[src/rtl/imem_dmem_arbiter.sv]
// rtl/imem_dmem_arbiter.sv - shares one single-port synchronous RAM between fetch and data ports
//
// Purpose:
//   Arbitrates the instruction-fetch and load/store ports of the core onto one
//   unified single-port synchronous RAM. The RAM accepts one access per cycle.
//   Read data is routed back to the port that issued the read. stallreq_o tells
//   the pipeline that a request is waiting. The data port normally wins. A run
//   counter caps how many data grants in a row can go by while a fetch waits.
//
// Ports:
//   clk, rst                 clock; asynchronous reset, active-low
//   if_req_i / if_addr_i     fetch request (read only) and its address
//   if_gnt_o                 fetch accepted this cycle
//   if_rvalid_o / if_rdata_o fetched word, one cycle after the grant
//   dm_req_i / dm_we_i       data request; 1 = write, 0 = read
//   dm_addr_i / dm_wdata_i   data address and write data
//   dm_sel_i                 byte enables
//   dm_gnt_o                 data accepted this cycle
//   dm_rvalid_o / dm_rdata_o load data, one cycle after a read grant
//   stallreq_o               some request is waiting this cycle
//   mem_ce_o .. mem_sel_o    RAM command, driven by the granted port
//   mem_rdata_i              RAM read data, valid one cycle after ce & ~we

module imem_dmem_arbiter #(
  parameter int ADDR_W       = 32,
  parameter int DATA_W       = 32,
  parameter int MAX_DATA_RUN = 4
) (
  input  logic                clk,
  input  logic                rst,

  input  logic                if_req_i,
  input  logic [ADDR_W-1:0]   if_addr_i,
  output logic                if_gnt_o,
  output logic                if_rvalid_o,
  output logic [DATA_W-1:0]   if_rdata_o,

  input  logic                dm_req_i,
  input  logic                dm_we_i,
  input  logic [ADDR_W-1:0]   dm_addr_i,
  input  logic [DATA_W-1:0]   dm_wdata_i,
  input  logic [DATA_W/8-1:0] dm_sel_i,
  output logic                dm_gnt_o,
  output logic                dm_rvalid_o,
  output logic [DATA_W-1:0]   dm_rdata_o,

  output logic                stallreq_o,

  output logic                mem_ce_o,
  output logic                mem_we_o,
  output logic [ADDR_W-1:0]   mem_addr_o,
  output logic [DATA_W-1:0]   mem_wdata_o,
  output logic [DATA_W/8-1:0] mem_sel_o,
  input  logic [DATA_W-1:0]   mem_rdata_i
);

  localparam int SEL_W = DATA_W / 8;
  localparam int CNT_W = $clog2(MAX_DATA_RUN + 1);
  localparam logic [CNT_W-1:0] RUN_MAX = CNT_W'(MAX_DATA_RUN);

  typedef enum logic [1:0] {
    RSP_NONE = 2'd0,
    RSP_IF   = 2'd1,
    RSP_DM   = 2'd2
  } rsp_e;

  rsp_e             rsp_q, rsp_d;
  logic [CNT_W-1:0] run_cnt_q, run_cnt_d;
  logic             if_gnt, dm_gnt;

  // Grant decision. Gating with rst keeps every grant, stall and mem_* output
  // at 0 while reset is asserted, even though the request inputs stay live.
  always_comb begin
    dm_gnt = rst & dm_req_i & ((run_cnt_q < RUN_MAX) | ~if_req_i);
    if_gnt = rst & if_req_i & ~dm_gnt;
  end

  assign if_gnt_o   = if_gnt;
  assign dm_gnt_o   = dm_gnt;
  assign stallreq_o = rst & ((if_req_i & ~if_gnt) | (dm_req_i & ~dm_gnt));

  // Memory command mux. Fetch is always a full-word read.
  always_comb begin
    mem_ce_o    = 1'b0;
    mem_we_o    = 1'b0;
    mem_addr_o  = '0;
    mem_wdata_o = '0;
    mem_sel_o   = '0;
    if (dm_gnt) begin
      mem_ce_o    = 1'b1;
      mem_we_o    = dm_we_i;
      mem_addr_o  = dm_addr_i;
      mem_wdata_o = dm_wdata_i;
      mem_sel_o   = dm_sel_i;
    end else if (if_gnt) begin
      mem_ce_o    = 1'b1;
      mem_addr_o  = if_addr_i;
      mem_sel_o   = {SEL_W{1'b1}};
    end
  end

  // Run counter counts data grants that went ahead of a waiting fetch.
  // Any cycle without a fetch request, or a fetch grant, starts a new run.
  always_comb begin
    run_cnt_d = run_cnt_q;
    if (!if_req_i || if_gnt) begin
      run_cnt_d = '0;
    end else if (dm_gnt && run_cnt_q != RUN_MAX) begin
      run_cnt_d = run_cnt_q + CNT_W'(1);
    end
  end

  // Next owner of the RAM read port. Recomputed every cycle, so back-to-back
  // reads pipeline without a bubble.
  always_comb begin
    rsp_d = RSP_NONE;
    if (if_gnt) begin
      rsp_d = RSP_IF;
    end else if (dm_gnt && !dm_we_i) begin
      rsp_d = RSP_DM;
    end
  end

  // Reset drops any read in flight: the owner returns to RSP_NONE, so no
  // rvalid appears after reset is released.
  always_ff @(posedge clk or negedge rst) begin
    if (!rst) begin
      rsp_q     <= RSP_NONE;
      run_cnt_q <= '0;
    end else begin
      rsp_q     <= rsp_d;
      run_cnt_q <= run_cnt_d;
    end
  end

  // Response routing; the non-owner port sees zero data.
  always_comb begin
    if_rvalid_o = (rsp_q == RSP_IF);
    dm_rvalid_o = (rsp_q == RSP_DM);
    if_rdata_o  = if_rvalid_o ? mem_rdata_i : '0;
    dm_rdata_o  = dm_rvalid_o ? mem_rdata_i : '0;
  end

endmodule

[config.mk]
export PLATFORM = sky130hd
export DESIGN_NAME = imem_dmem_arbiter
export DESIGN_NICKNAME = d
export VERILOG_FILES = /design/src/rtl/imem_dmem_arbiter.sv
export SDC_FILE = /design/constraint.sdc
export NUM_CORES = 1
export LEC_CHECK = 0
export BUFFER_PORTS_ARGS = -buffer_cell sky130_fd_sc_hd__buf_2
export CELL_PAD_IN_SITES_DETAIL_PLACEMENT = 0
export CELL_PAD_IN_SITES_GLOBAL_PLACEMENT = 1
export CORE_MARGIN = 2
export CORE_UTILIZATION = 15
export DETAILED_ROUTE_END_ITERATION = 10
export PLACE_DENSITY_LB_ADDON = 0.05
export SYNTH_ARGS = -nofsm -noshare
export SYNTH_HDL_FRONTEND = slang
export SYNTH_SLANG_ARGS = --single-unit
[constraint.sdc]
create_clock -name clk -period 1.2 [get_ports clk]
set_input_delay 0.12 -clock clk [delete_from_list [all_inputs] [get_ports clk]]
set_output_delay 0.12 -clock clk [all_outputs]
set_load 0.01 [all_outputs]
==> reports/metrics.json, run 1 <==
{
  "global_route": {
    "number_of_global_route_vias_before_repair": 2570,
    "grt_first_pass_wirelength_um": 12200,
    "pin_count_of_the_biggest_net_entering_global_routing": 37,
    "initial_antenna_violation_count": 0,
    "globalRoute.totalOverflow": 0,
    "grt.total_usage": 0.132
  },
  "floorplan": {
    "fp.coreArea_mm2": 0.0103,
    "floorplan.rows": 37,
    "dieWidth_um": 107,
    "initial_core_utilization": 0.154,
    "die_y_um": 107,
    "io_pins": 276,
    "fp.dieArea_mm2": 0.0114
  },
  "synthesis": {
    "ys_warn_count": 0,
    "syn-instance-count": 258,
    "synth_edf_count": 0,
    "synth.yosys.seq_area_share": 0.0792,
    "synth_async_sr_flop_share": 1.00,
    "syn-cell-area_mm2": 0.00158,
    "synth_area_per_cell_um2": 6.12,
    "number_of_distinct_library_cell_variants_in_the_gate_level_netlist_after_synthesis": 22,
    "synth.ff_latch_count": 5,
    "synth.net_count": 397,
    "synth_flop_cell": "dfrtp_1"
  },
  "place": {
    "numPortBuffers": 275,
    "finalWeightedCongestion": 0.718,
    "sum_of_net_half_perimeters_after_detailed_placement_um": 6620,
    "postPlaceCellArea_mm2": 0.00322,
    "post-place-ws_ns": -0.0590,
    "cell_count_after_placement": 663
  },
  "cts": {
    "clk_pin_slew_ns": 0.04,
    "clock_sinks": 5,
    "ctsHtreeMaxLevel": 1,
    "ctsRootBufferMaster": "clkbuf_8",
    "cts.path.max_buffers": 2,
    "cts_tree": "done",
    "tritoncts.num_buffers": 3,
    "worst_skew_pair.late_latency_ns": 0.22
  },
  "layout": {
    "synthToLayoutAreaGrowth_pct": 182,
    "multi_input_gate_area_mm2": 0.00165,
    "final_net_count": 690,
    "post_layout_nonfiller_instances": 686,
    "post-route-cell-area_mm2": 0.00445,
    "finalCoreUtilization": 0.433,
    "filler_cell_count": 1064,
    "final_layout_size_suffix_gt1_frac": 0.785,
    "antenna_cells": 0,
    "seqCellArea_um2": 125
  },
  "detailed_routing": {
    "drt_wl_total_um": 9410,
    "first_iter_violations": 91,
    "detail_routed_net_length_per_standard_cell_um": 13.7,
    "first_pass_iters": 4,
    "drt_drc_violations_left": 0,
    "via_per_inst": 4.15,
    "dr_vias": 2845,
    "ant_nets": 0
  },
  "sta": {
    "clock.fmax_ghz": 0.687,
    "hold_violations_final": 0,
    "timing.setup.tns_ns": -26.73,
    "fin_worst_skew_ns": 0.000279,
    "final-setup-viol-count": 137,
    "timing_worst_slew_pin_value_ns": 0.212,
    "final.setup.worst_slack_ns": -0.255,
    "final_max_slew_viol_count": 0,
    "timing.hold.ws_ns": 0.0829,
    "worst_slew_margin_rel": 0.859,
    "layout_min_cycle_time_ns": 1.46,
    "min_period_over_period": 1.21,
    "unrepaired_setup_endpoints_after_global_routing": "true"
  },
  "worst_setup_path": {
    "end_kind": "output pin",
    "worst-endpoint-arrival_ns": 1.34,
    "worstPathRequired_ns": 1.08,
    "rrSetupSlack_ns": 0.03,
    "critPathMaxFanout": 8,
    "critical_path_type": "reg -> out",
    "cp-start-kind": "flop"
  },
  "run_status": {
    "outcome": "finished, violations left",
    "failed_checks": "negative setup slack"
  },
  "power": {
    "cell_internal_pwr_mw": 1.12,
    "sw_frac_of_total": 0.359,
    "vdd_drop_max_mv": 0.291,
    "p_seq_frac": 0.103,
    "total_switching_power_uw": 629,
    "total_power_density_per_cell_area_mw_per_mm2": 394,
    "pwr-share-comb": 0.718,
    "clkPwrFrac": 0.179,
    "p_total_mw": 1.75,
    "static-leakage-power_nw": 2.40
  },
  "job": {
    "timing.max_cap.violations": 0
  },
  "worst_hold_path": {
    "hold_path.class": "in -> reg"
  }
}
==> cells by family (layout without fill, tap and decap cells) <==
family          count (synthesis)  after routing  synth area share
fa+ha+maj                       2              2            0.0158
flops                           5              5            0.0792
simple gates                  184            184             0.657
compound gates                 39             39             0.154
buf+inv                        28            320            0.0943
==> synthesized netlist by cell type (all sizes together) (2+ instances only) <==
cell type,count,area share
nor2b,4,0.016
nor2,4,0.0095
and2,97,0.43
nand2,73,0.18
buf,15,0.063
nand3,2,0.0063
ha,2,0.016
a21boi,2,0.0095
and3,2,0.011
dfrtp,5,0.079
a21oi,4,0.013
clkbuf,10,0.024
o22ai,32,0.13
inv,2,0.0048
==> critical path, stage by stage, from the launching register on <==
cell and delay, ns:
dfrtp_1 0.37, nand2b_4 0.18, nand2_8 0.08, buf_12 0.15, o22ai_2 0.17, buf_2 0.15
==> what timing repair did <==
item | in CTS | in global routing
cloned | 6 | 4
gates resized for setup | 96 | 123
hold endpoints to repair | 5 | 0
hold buffers | 2 | 0
setup endpoints to repair | 137 | 139
buffers inserted | 4 | 4
pin swaps | 35 | 38
==> worst paths after layout <==
kind,startpoint,endpoint,cells after the start
worst max-delay path,run_cnt_q[2]$_DFFE_PN0P_,mem_addr_o[2],5
worst min-delay path,dm_we_i,rsp_q[1]$_DFF_PN0_,2
worst max register to register,run_cnt_q[2]$_DFFE_PN0P_,run_cnt_q[0]$_DFFE_PN0P_,5
worst min register to register,run_cnt_q[1]$_DFFE_PN0P_,run_cnt_q[1]$_DFFE_PN0P_,2
max in group asynchronous,rst,run_cnt_q[2]$_DFFE_PN0P_,3
min in group asynchronous,rst,rsp_q[0]$_DFF_PN0_,3
==> power by group through the flow <==
stage / registers (mW) / logic [mW] / clock network [mW]
6_report: 0.180 / 1.26 / 0.314
5_1_grt: 0.180 / 1.35 / 0.338
4_1_cts: 0.180 / 1.07 / 0.321
3_5_place_dp: 0.180 / 0.919 / 0
3_3_place_gp: 0.180 / 0.923 / 0
2_1_floorplan: 0.179 / 0.427 / 0
==> layer usage <==
| metal | vias to the layer above | share of wire | global-route usage |
|---|---|---|---|
| met5 | - | 0 | 0 |
| met4 | 0 | 0.0083 | 0.0195 |
| met3 | 6 | 0.082 | 0.0316 |
| met2 | 148 | 0.57 | 0.284 |
| met1 | 1278 | 0.34 | 0.124 |
| li1 | 1413 | - | - |
==> registers in the layout, summed over array words and instances, names as in the netlist <==
signal	count
rsp_q	2
run_cnt_q	3
==> layout make-up <==
class	instances	share of cell area
Inverter	3	0.00281
Clock buffer	4	0.0101
Multi-Input combinational cell	225	0.372
Timing Repair Buffer	313	0.549
Sequential cell	5	0.0281
Tap cell	136	0.0382
==> layout by cell type, fill, tap and decap left out, drive strengths merged <==
master	synthesis	layout
and3	2	2
buf	15	308
o22ai	32	32
a21boi	2	2
nand2b	1	1
o21a	1	1
clkinv	1	1
nand2	73	73
and2	97	97
nor2b	4	4
nand3	2	2
dfrtp	5	5
nor3	1	1
inv	2	2
a21oi	4	4
dlygate4sd3	0	2
ha	2	2
clkbuf	10	7
nor2	4	4
Power figures use the tool's default switching activity.
==> run 2, diff against run 1 <==
CELL_PAD_IN_SITES_DETAIL_PLACEMENT = default   (was 0)
CELL_PAD_IN_SITES_GLOBAL_PLACEMENT = default   (was 1)
CORE_AREA = 2 2 107 109   (was default)
CORE_MARGIN = default   (was 2)
CORE_UTILIZATION = default   (was 15)
DIE_AREA = 0 0 109 111   (was default)
==> run 2 against run 1 <==
  * The flow still finishes with violations (negative setup slack)
  * Sequential share of layout area barely moved
  * Largest power group unchanged
  * Count of clock-buffer cells in the layout did not move
  * Routed wire length fell by 4.6%
==> reports/metrics.json, run 2 (same netlist as run 1, synthesis figures left out) <==
{
  "place": {
    "finalWeightedCongestion": 0.749,
    "numPortBuffers": 275,
    "sum_of_net_half_perimeters_after_detailed_placement_um": 6640
  },
  "power": {
    "total_switching_power_uw": 641,
    "p_total_mw": 1.96,
    "vdd_drop_max_mv": 0.342,
    "clkPwrFrac": 0.275,
    "sw_frac_of_total": 0.327,
    "static-leakage-power_nw": 2.41,
    "p_seq_frac": 0.092,
    "total_power_density_per_cell_area_mw_per_mm2": 440,
    "pwr-share-comb": 0.633,
    "cell_internal_pwr_mw": 1.32
  },
  "detailed_routing": {
    "ant_nets": 0,
    "via_per_inst": 4.15,
    "drt_drc_violations_left": 0,
    "drt_wl_total_um": 8980,
    "first_pass_iters": 5,
    "first_iter_violations": 97,
    "detail_routed_net_length_per_standard_cell_um": 13.0,
    "dr_vias": 2877
  },
  "floorplan": {
    "dieWidth_um": 109,
    "die_y_um": 111,
    "initial_core_utilization": 0.143,
    "floorplan.rows": 39,
    "io_pins": 276,
    "fp.dieArea_mm2": 0.0121,
    "fp.coreArea_mm2": 0.0111
  },
  "worst_setup_path": {
    "rrSetupSlack_ns": 0.07,
    "startpoint": "run_cnt_q[2]$_DFFE_PN0P_",
    "end_kind": "output pin",
    "critical_path.slowest_cell": "dfrtp_1",
    "worstPathRequired_ns": 1.08,
    "worst_r2r_path_depth": 5,
    "timing.critical_path.cells": "nand2_2 -> and3_4 -> buf_12 -> and2_1 -> buf_6",
    "critical_path.max_stage_delay_ns": 0.40,
    "cp-start-kind": "flop",
    "worst-endpoint-arrival_ns": 1.35,
    "critPathMaxFanout": 26,
    "critical_path.reg2reg.endpoint": "run_cnt_q[0]$_DFFE_PN0P_",
    "critical_path_type": "reg -> out",
    "worst_r2r_startpoint": "run_cnt_q[2]$_DFFE_PN0P_"
  },
  "sta": {
    "timing.hold.ws_ns": 0.0686,
    "timing.setup.tns_ns": -28.67,
    "hold_violations_final": 0,
    "fin_worst_skew_ns": 0.00104,
    "layout_min_cycle_time_ns": 1.47,
    "final-setup-viol-count": 137,
    "worst_slew_margin_rel": 0.764,
    "timing_worst_slew_pin_value_ns": 0.352,
    "min_period_over_period": 1.23,
    "final.setup.worst_slack_ns": -0.273,
    "unrepaired_setup_endpoints_after_global_routing": "true",
    "final_max_slew_viol_count": 0,
    "clock.fmax_ghz": 0.679
  },
  "cts": {
    "clock_sinks": 5,
    "worst_skew_pair.late_latency_ns": 0.22,
    "clk_pin_slew_ns": 0.03,
    "cts.path.max_buffers": 2,
    "ctsHtreeMaxLevel": 1,
    "tritoncts.num_buffers": 3,
    "cts_tree": "done",
    "ctsRootBufferMaster": "clkbuf_16"
  },
  "layout": {
    "registers.top_by_ff_count": "run_cnt_q",
    "synthToLayoutAreaGrowth_pct": 183,
    "seqCellArea_um2": 125,
    "number_of_flip_flops_under_the_largest_register_name": 3,
    "leading_cell_types_in_the_layout_fill_and_taps_excluded": "193 x buf_2, 97 x buf_6, 76 x and2_4, 71 x nand2_1, 31 x o22ai_2",
    "final_net_count": 690,
    "finalCoreUtilization": 0.403,
    "final_common_cell": "buf_2",
    "filler_cell_count": 1168,
    "top_regs": "run_cnt_q x3, rsp_q x2",
    "final_layout_size_suffix_gt1_frac": 0.793,
    "multi_input_gate_area_mm2": 0.00170,
    "antenna_cells": 0
  },
  "global_route": {
    "initial_antenna_violation_count": 1,
    "pin_count_of_the_biggest_net_entering_global_routing": 42,
    "grt_first_pass_wirelength_um": 12600,
    "globalRoute.totalOverflow": 0,
    "grt.total_usage": 0.129,
    "number_of_global_route_vias_before_repair": 2610
  },
  "run_status": {
    "outcome": "finished, violations left",
    "failed_checks": "negative setup slack"
  },
  "worst_hold_path": {
    "min-delay-start": "dm_we_i",
    "worst_hold_path.num_cells": 2,
    "hold_path.class": "in -> reg",
    "min_delay_worst_endpoint": "rsp_q[1]$_DFF_PN0_"
  },
  "job": {
    "timing.max_cap.violations": 0
  }
}
run 2: stage by stage:
step	setup WS, ns	area (um^2)	cells
2_1_floorplan	0.0175	1580	258
6_report	-0.273	4460	693
4_1_cts	-0.278	3800	682
5_1_grt	-0.341	4460	693
3_3_place_gp	-0.0319	3200	670
3_5_place_dp	-0.0404	3200	670
run 2: how the worst max path moves through the flow:
| stage | end | cells after the start |
|---|---|---|
| finish | mem_we_o | 5 |
| global route | mem_addr_o[31] | 5 |
| CTS | mem_we_o | 5 |
| detailed placement | mem_addr_o[2] | 5 |
| global placement | mem_wdata_o[12] | 5 |
| floorplan | dm_rdata_o[22] | 3 |
run 2: metal layers:
metal  track usage  vias up  part of all wire
met1         0.126     1300              0.33
met3        0.0353        6             0.095
met5             0        -            0.0014
li1              -     1416                 -
met2         0.267      153              0.57
met4        0.0137        2            0.0033
run 2: area by class of cell:
type,count,area share
inverter,3,0.00252
multi-input combinational,225,0.380
tap,143,0.0401
clock buffer,4,0.0177
timing repair buffer,313,0.531
sequential,5,0.0280
run 2: power groups by stage:
stage	clock (mW)	sequential, mW	combinational (mW)
2_1_floorplan	0	0.179	0.427
3_3_place_gp	0	0.180	0.908
3_5_place_dp	0	0.180	0.911
4_1_cts	0.556	0.180	1.07
5_1_grt	0.565	0.181	1.35
6_report	0.540	0.180	1.24
run 2: worst max-delay path: cells and delay by family, from the launching register on:
family	cells	cell delay (ns)
buffers and inverters	2	0.26
and+or+nand+nor	3	0.45
DFF	1	0.40
run 2: repair_timing:
action                                  CTS  global route
cloned                                    5             5
endpoints found under the hold margin     5             0
buffers inserted                          2             7
pin swaps                                32            48
endpoints found under the setup margin  138           139
resized for setup                        92           117
hold buffers                              1             0
